$ cat src/rtl/calculator_seq.sv
// Sequential calculator: accumulator with add/sub/clear executed in one cycle and
// signed multiply/divide run as BITS-iteration shift-add / restoring datapaths.
module calculator_seq #(
   parameter int BITS     = 32,
   parameter int SW_BITS  = 16,
   parameter bit SATURATE = 1'b0
) (
   input  logic               clk,
   input  logic               reset,
   input  logic               start,
   input  logic [4:0]         buttons,
   input  logic [SW_BITS-1:0] switch,
   output logic [BITS-1:0]    accum,
   output logic               busy,
   output logic               done,
   output logic               ovf,
   output logic               div_by_zero
);

   localparam int              CW    = $clog2(BITS) + 1;
   localparam logic [CW-1:0]   ITERS = CW'(BITS);
   localparam logic [BITS-1:0] MAX_V = {1'b0, {(BITS-1){1'b1}}};
   localparam logic [BITS-1:0] MIN_V = {1'b1, {(BITS-1){1'b0}}};

   typedef enum logic [1:0] {IDLE, EXEC, MUL, DIV} state_t;
   typedef enum logic [1:0] {OP_NOP, OP_CLR, OP_ADD, OP_SUB} op_t;

   state_t              state_r;
   op_t                 op_r;
   logic [BITS-1:0]     opnd_r;
   logic [BITS-1:0]     mag_b_r;
   logic                neg_r;
   logic [CW-1:0]       cnt_r;
   logic [2*BITS-1:0]   p_r;

   logic [BITS-1:0]     opnd_ext_s;
   logic [BITS-1:0]     add_s, sub_s, add_res_s, sub_res_s;
   logic                add_ovf_s, sub_ovf_s;
   logic [BITS:0]       mul_sum_s;
   logic [BITS:0]       div_shift_s, div_trial_s;
   logic [BITS-1:0]     div_rem_next_s;
   logic [2*BITS-1:0]   mul_full_s;
   logic                mul_ovf_s, div_ovf_s;
   logic [BITS-1:0]     mul_res_s, div_val_s, div_res_s;

   function automatic logic [BITS-1:0] magnitude(input logic [BITS-1:0] v);
      if (v[BITS-1]) begin
         return (~v) + BITS'(1'b1);
      end else begin
         return v;
      end
   endfunction

   function automatic logic [BITS-1:0] sat_limit(input logic negative);
      if (negative) begin
         return MIN_V;
      end else begin
         return MAX_V;
      end
   endfunction

   assign opnd_ext_s = BITS'($signed(switch));

   // Result, overflow and per-iteration datapath terms
   always_comb begin
      add_s       = accum + opnd_r;
      sub_s       = accum - opnd_r;
      add_ovf_s   = (accum[BITS-1] == opnd_r[BITS-1]) && (add_s[BITS-1] != accum[BITS-1]);
      sub_ovf_s   = (accum[BITS-1] != opnd_r[BITS-1]) && (sub_s[BITS-1] != accum[BITS-1]);
      mul_sum_s   = {1'b0, p_r[2*BITS-1:BITS]} +
                    (p_r[0] ? {1'b0, mag_b_r} : {(BITS+1){1'b0}});
      div_shift_s = {p_r[2*BITS-1:BITS], p_r[BITS-1]};
      div_trial_s = div_shift_s - {1'b0, mag_b_r};
      // A borrow out of the trial subtraction means the divisor did not fit: restore
      if (div_trial_s[BITS]) begin
         div_rem_next_s = div_shift_s[BITS-1:0];
      end else begin
         div_rem_next_s = div_trial_s[BITS-1:0];
      end
      if (neg_r) begin
         mul_full_s = (~p_r) + (2*BITS)'(1'b1);
         div_val_s  = (~p_r[BITS-1:0]) + BITS'(1'b1);
      end else begin
         mul_full_s = p_r;
         div_val_s  = p_r[BITS-1:0];
      end
      mul_ovf_s = !((&mul_full_s[2*BITS-1:BITS-1]) || !(|mul_full_s[2*BITS-1:BITS-1]));
      div_ovf_s = p_r[BITS-1] && !neg_r;
      if (SATURATE && add_ovf_s) begin
         add_res_s = sat_limit(accum[BITS-1]);
      end else begin
         add_res_s = add_s;
      end
      if (SATURATE && sub_ovf_s) begin
         sub_res_s = sat_limit(accum[BITS-1]);
      end else begin
         sub_res_s = sub_s;
      end
      if (SATURATE && mul_ovf_s) begin
         mul_res_s = sat_limit(mul_full_s[2*BITS-1]);
      end else begin
         mul_res_s = mul_full_s[BITS-1:0];
      end
      if (SATURATE && div_ovf_s) begin
         div_res_s = MAX_V;
      end else begin
         div_res_s = div_val_s;
      end
   end

   // Control FSM, iteration datapath registers and registered outputs
   always_ff @(posedge clk) begin
      if (reset) begin
         state_r     <= IDLE;
         op_r        <= OP_NOP;
         opnd_r      <= {BITS{1'b0}};
         mag_b_r     <= {BITS{1'b0}};
         neg_r       <= 1'b0;
         cnt_r       <= {CW{1'b0}};
         p_r         <= {(2*BITS){1'b0}};
         accum       <= {BITS{1'b0}};
         busy        <= 1'b0;
         done        <= 1'b0;
         ovf         <= 1'b0;
         div_by_zero <= 1'b0;
      end else begin
         done <= 1'b0;
         case (state_r)
            IDLE: begin
               if (start) begin
                  opnd_r  <= opnd_ext_s;
                  mag_b_r <= magnitude(opnd_ext_s);
                  neg_r   <= accum[BITS-1] ^ opnd_ext_s[BITS-1];
                  p_r     <= {{BITS{1'b0}}, magnitude(accum)};
                  cnt_r   <= {CW{1'b0}};
                  busy    <= 1'b1;
                  if (buttons[0]) begin
                     state_r <= MUL;
                  end else if (buttons[1]) begin
                     op_r    <= OP_CLR;
                     state_r <= EXEC;
                  end else if (buttons[2]) begin
                     op_r    <= OP_ADD;
                     state_r <= EXEC;
                  end else if (buttons[3]) begin
                     op_r    <= OP_SUB;
                     state_r <= EXEC;
                  end else if (buttons[4]) begin
                     state_r <= DIV;
                  end else begin
                     op_r    <= OP_NOP;
                     state_r <= EXEC;
                  end
               end
            end
            EXEC: begin
               case (op_r)
                  OP_ADD: begin
                     accum <= add_res_s;
                     ovf   <= add_ovf_s;
                  end
                  OP_SUB: begin
                     accum <= sub_res_s;
                     ovf   <= sub_ovf_s;
                  end
                  OP_CLR: begin
                     accum <= {BITS{1'b0}};
                     ovf   <= 1'b0;
                  end
                  default: ovf <= 1'b0;
               endcase
               div_by_zero <= 1'b0;
               done        <= 1'b1;
               busy        <= 1'b0;
               state_r     <= IDLE;
            end
            MUL: begin
               if (cnt_r != ITERS) begin
                  p_r   <= {mul_sum_s, p_r[BITS-1:1]};
                  cnt_r <= cnt_r + CW'(1'b1);
               end else begin
                  accum       <= mul_res_s;
                  ovf         <= mul_ovf_s;
                  div_by_zero <= 1'b0;
                  done        <= 1'b1;
                  busy        <= 1'b0;
                  state_r     <= IDLE;
               end
            end
            DIV: begin
               if (cnt_r != ITERS) begin
                  p_r   <= {div_rem_next_s, p_r[BITS-2:0], ~div_trial_s[BITS]};
                  cnt_r <= cnt_r + CW'(1'b1);
               end else begin
                  if (mag_b_r == {BITS{1'b0}}) begin
                     div_by_zero <= 1'b1;
                     ovf         <= 1'b0;
                  end else begin
                     accum       <= div_res_s;
                     ovf         <= div_ovf_s;
                     div_by_zero <= 1'b0;
                  end
                  done    <= 1'b1;
                  busy    <= 1'b0;
                  state_r <= IDLE;
               end
            end
            default: begin
               busy    <= 1'b0;
               state_r <= IDLE;
            end
         endcase
      end
   end

endmodule

$ cat config.mk
export PLATFORM = sky130hd
export DESIGN_NAME = calculator_seq
export DESIGN_NICKNAME = d
export VERILOG_FILES = /design/src/rtl/calculator_seq.sv
export SDC_FILE = /design/constraint.sdc
export NUM_CORES = 1
export LEC_CHECK = 0
export CORE_ASPECT_RATIO = 0.7
export CORE_MARGIN = 8
export CORE_UTILIZATION = 70
export CTS_BUF_LIST = sky130_fd_sc_hd__clkbuf_8
export DETAILED_ROUTE_END_ITERATION = 6
export PLACE_DENSITY = 0.95
export SLEW_MARGIN = 10
export SYNTH_ARGS = -nofsm -noshare
export SYNTH_HDL_FRONTEND = slang
export SYNTH_SLANG_ARGS = --single-unit
$ cat constraint.sdc
create_clock -name clk -period 6.38 [get_ports clk]
set_clock_uncertainty 0.15 [all_clocks]
set_input_delay 1.276 -clock clk [delete_from_list [all_inputs] [get_ports clk]]
set_output_delay 1.276 -clock clk [all_outputs]
set_load 0.05 [all_outputs]
==> results.sh <==
export IMPL_outcome="finished, violations left"
export IMPL_violations="design-rule violations"
export IMPL_synth_top_flop_cell="dfxtp_1"
export IMPL_cts_tree="done"
export IMPL_internal_power_w=0.00204
export IMPL_fmax_mhz=193
export IMPL_startpoint="opnd_r[0]"
export IMPL_vias=18900
export IMPL_ys_seq_area_share_pct=18.8
export IMPL_reg2reg_from="opnd_r[0]"
export IMPL_critPathLaunchType="flip-flop"
export IMPL_p_clk_share_pct=23.4
export IMPL_yosysWarnings=0
export IMPL_grt_antenna_before_repair=0
export IMPL_ant_nets=0
export IMPL_powerDensity_mw_per_mm2=207
export IMPL_clk_latency_ns=0.52
export IMPL_syn_to_final_growth_pct=5.88
export IMPL_nFillCells=1788
export IMPL_avgSynthCellArea_um2=7.21
export IMPL_yosysTopAreaCellShare_pct=18.8
export IMPL_cts_sinks=158
export IMPL_grt_pass1_wl_mm=92.2
export IMPL_crit_path_frequent_cell="a2111oi_0"
export IMPL_drc=1
export IMPL_grt_max_degree=95
export IMPL_required_ns=6.61
export IMPL_path_cells="ha_1, inv_1, fa_1, or2_2, a221oi_1, o221ai_1, a2111oi_0, o31ai_1, a31oi_1, xnor2_1, nor2_1, a2111oi_0, a211oi_1"
export IMPL_synth_cells=2340
export IMPL_leakage_nw=6.99
export IMPL_drv_slew=0
export IMPL_gp_congestion=1.03
export IMPL_ys_types=78
export IMPL_relSlewSlack_pct=11.2
export IMPL_slowest_stage="a2111oi_0"
export IMPL_die_x_um=202
export IMPL_cts_htree_levels=4
export IMPL_grt_overflow_total=0
export IMPL_synth_area_top_cells="dfxtp_1 (19%), ha_1 (9.7%), a21oi_1 (5.7%)"
export IMPL_worst_r2r_endpoint="accum[22]"
export IMPL_post_cts_setup_buffer_count=0
export IMPL_synth_edf_count=0
export IMPL_final_common_cell="nand2_1"
export IMPL_cts_buffers=17
export IMPL_wl_per_cell_um=22.6
export IMPL_critical_path_top_delay_family="compound AO/OA/AOI/OAI gates"
export IMPL_drt_first_iter_violations=3175
export IMPL_end_kind="flip-flop"
export IMPL_cp_data_arrival_time_ns=5.41
export IMPL_antenna_cells=0
export IMPL_rsz0062_at_grt="no"
export IMPL_power_frac_seq_pct=31.6
export IMPL_min_delay_path_class="reg2reg"
export IMPL_reg2reg_slack_ns=1.20
export IMPL_setup_viol=0
export IMPL_dieHeight_um=146
export IMPL_multi_input_area_mm2=0.0127
export IMPL_drive_gt1_share_pct=5.41
export IMPL_min_delay_worst_endpoint="opnd_r[10]"
export IMPL_drt_wl_total_mm=58.9
export IMPL_ios=60
export IMPL_reg2reg_depth=13
export IMPL_cts_resized_gates=0
export IMPL_timing_hold_violations_final=0
export IMPL_first_pass_iters=7
export IMPL_clkTransAtPathRegs_ns=0.11
export IMPL_crit_path_max_fanout=6
export IMPL_crit_type="reg2reg"
export IMPL_holdBufCountCts=0
export IMPL_worstMarginPinSlew_ns=1.30
export IMPL_tns_ns=0
export IMPL_clk_path_buf_depth=2
export IMPL_die_area_mm2=0.0294
export IMPL_max_cap_violations=0
export IMPL_cts_root_buffer="clkbuf_8"
export IMPL_period_minus_slack_ns=5.18
export IMPL_grt_usage_pct=37.7
export IMPL_nets=2437
export IMPL_min_delay_path_depth=2
export IMPL_mostFrequentLayoutCells="nand2_1 (231), nor2_1 (223), a21oi_1 (191)"
export IMPL_min_from="opnd_r[10]"
export IMPL_holdWs_ns=0.330
export IMPL_syn_num_nets=2499
export IMPL_regArea_mm2=0.00317
export IMPL_pwr_share_comb_pct=45.0
export IMPL_synth_area_leader_cell="dfxtp_1"
export IMPL_std_cell_rows=47
export IMPL_final_period_utilization_pct=81.2
export IMPL_switching_share_pct=44.9
export IMPL_numPortBuffers=59
export IMPL_hpwl_mm=42.1
export IMPL_p_switching_w=0.00166
export IMPL_irDropWorstVdd_mv=0.184
export IMPL_max_stage_delay_ns=1.12
export IMPL_async_flop_share_pct=0
export IMPL_routed_via_density=7.26
export IMPL_core_area_mm2=0.0236
export IMPL_synth_seq_cells=158
export IMPL_syn_area_mm2=0.0169
export IMPL_initial_core_util_pct=71.3
export IMPL_critPathBufInv=1
export IMPL_grt_pass1_vias=17300
worst max-delay path by stage:
stage          cells after the start   endpoint  slack, ns
6_report                          13  accum[22]       1.20
5_1_grt                           13  accum[22]       1.06
4_1_cts                           13  accum[22]       1.61
3_5_place_dp                      13  accum[22]       1.63
3_3_place_gp                      13  accum[22]       1.70
2_1_floorplan                     12  accum[22]       2.25
final cells by class:
| type | instances | area share [%] |
|---|---|---|
| clock buffers | 18 | 1.39 |
| clock inverters | 14 | 0.974 |
| inverters | 119 | 2.50 |
| multi-input cells | 1900 | 70.9 |
| flip-flops and latches | 158 | 17.7 |
| well taps | 318 | 2.23 |
| repair buffers | 82 | 4.26 |
flip-flops by register name, indices dropped and copies added, names as in the netlist:
name,count
opnd_r,16
neg_r,1
accum,32
state_r,2
done,1
p_r,64
op_r,2
busy,1
div_by_zero,1
cnt_r,6
mag_b_r,31
ovf,1
stage by stage:
step / cell area, um^2 / setup WS, ns / std cells / total power [W] / util [%]
4_1_cts: 17900 / 1.61 / 2609 / 0.00361 / 75.5
3_5_place_dp: 17400 / 1.63 / 2577 / 0.00276 / 73.7
3_3_place_gp: 17400 / 1.70 / 2577 / 0.00271 / 73.7
5_1_grt: 17900 / 1.06 / 2609 / 0.00385 / 75.5
2_1_floorplan: 16900 / 2.25 / 2340 / 0.00236 / -
6_report: 17900 / 1.20 / 2609 / 0.00370 / 75.5
worst reg2reg max path, stage by stage (launching register included):
cell and delay [ns]:
dfxtp_1 0.51, ha_1 0.24, inv_1 0.06, fa_1 0.41, or2_2 0.32, a221oi_1 0.41
o221ai_1 0.24, a2111oi_0 1.12, o31ai_1 0.32, a31oi_1 0.45, xnor2_1 0.17, nor2_1 0.06
a2111oi_0 0.46, a211oi_1 0.14
cells by family (layout without fill, tap and decap cells):
logic type	after synthesis	in the layout	synth area share, %
multiplexers	67	67	4.15
adder cells (fa/ha/maj)	135	135	10.2
XOR/XNOR	168	168	8.73
AO/OA/AOI/OAI	714	714	28.7
AND/OR/NAND/NOR	816	816	23.1
flip-flops	158	158	18.8
buffers and inverters	282	233	6.43
metal layers:
layer	global-route usage, %	wire [um]
met4	13.4	2100
met5	0	0
met1	52.6	23400
met2	53.7	23700
met3	11.7	9720
power groups by stage:
stage | Clock, W | Combinational [W] | Sequential [W]
finish | 0.000865 | 0.00167 | 0.00117
global route | 0.000891 | 0.00178 | 0.00117
CTS | 0.000852 | 0.00160 | 0.00116
detailed placement | 0 | 0.00158 | 0.00118
global placement | 0 | 0.00154 | 0.00118
floorplan | 0 | 0.00122 | 0.00114
synthesized netlist by cell type (all sizes together) (61+ instances only):
master and n:
xnor2 107, dfxtp 158, nor3 93, nor2 225, o21ai 120, inv 118
ha 131, a21oi 192, nand2 232, clkbuf 143, xor2 61
(Power assumes the default switching activity.)
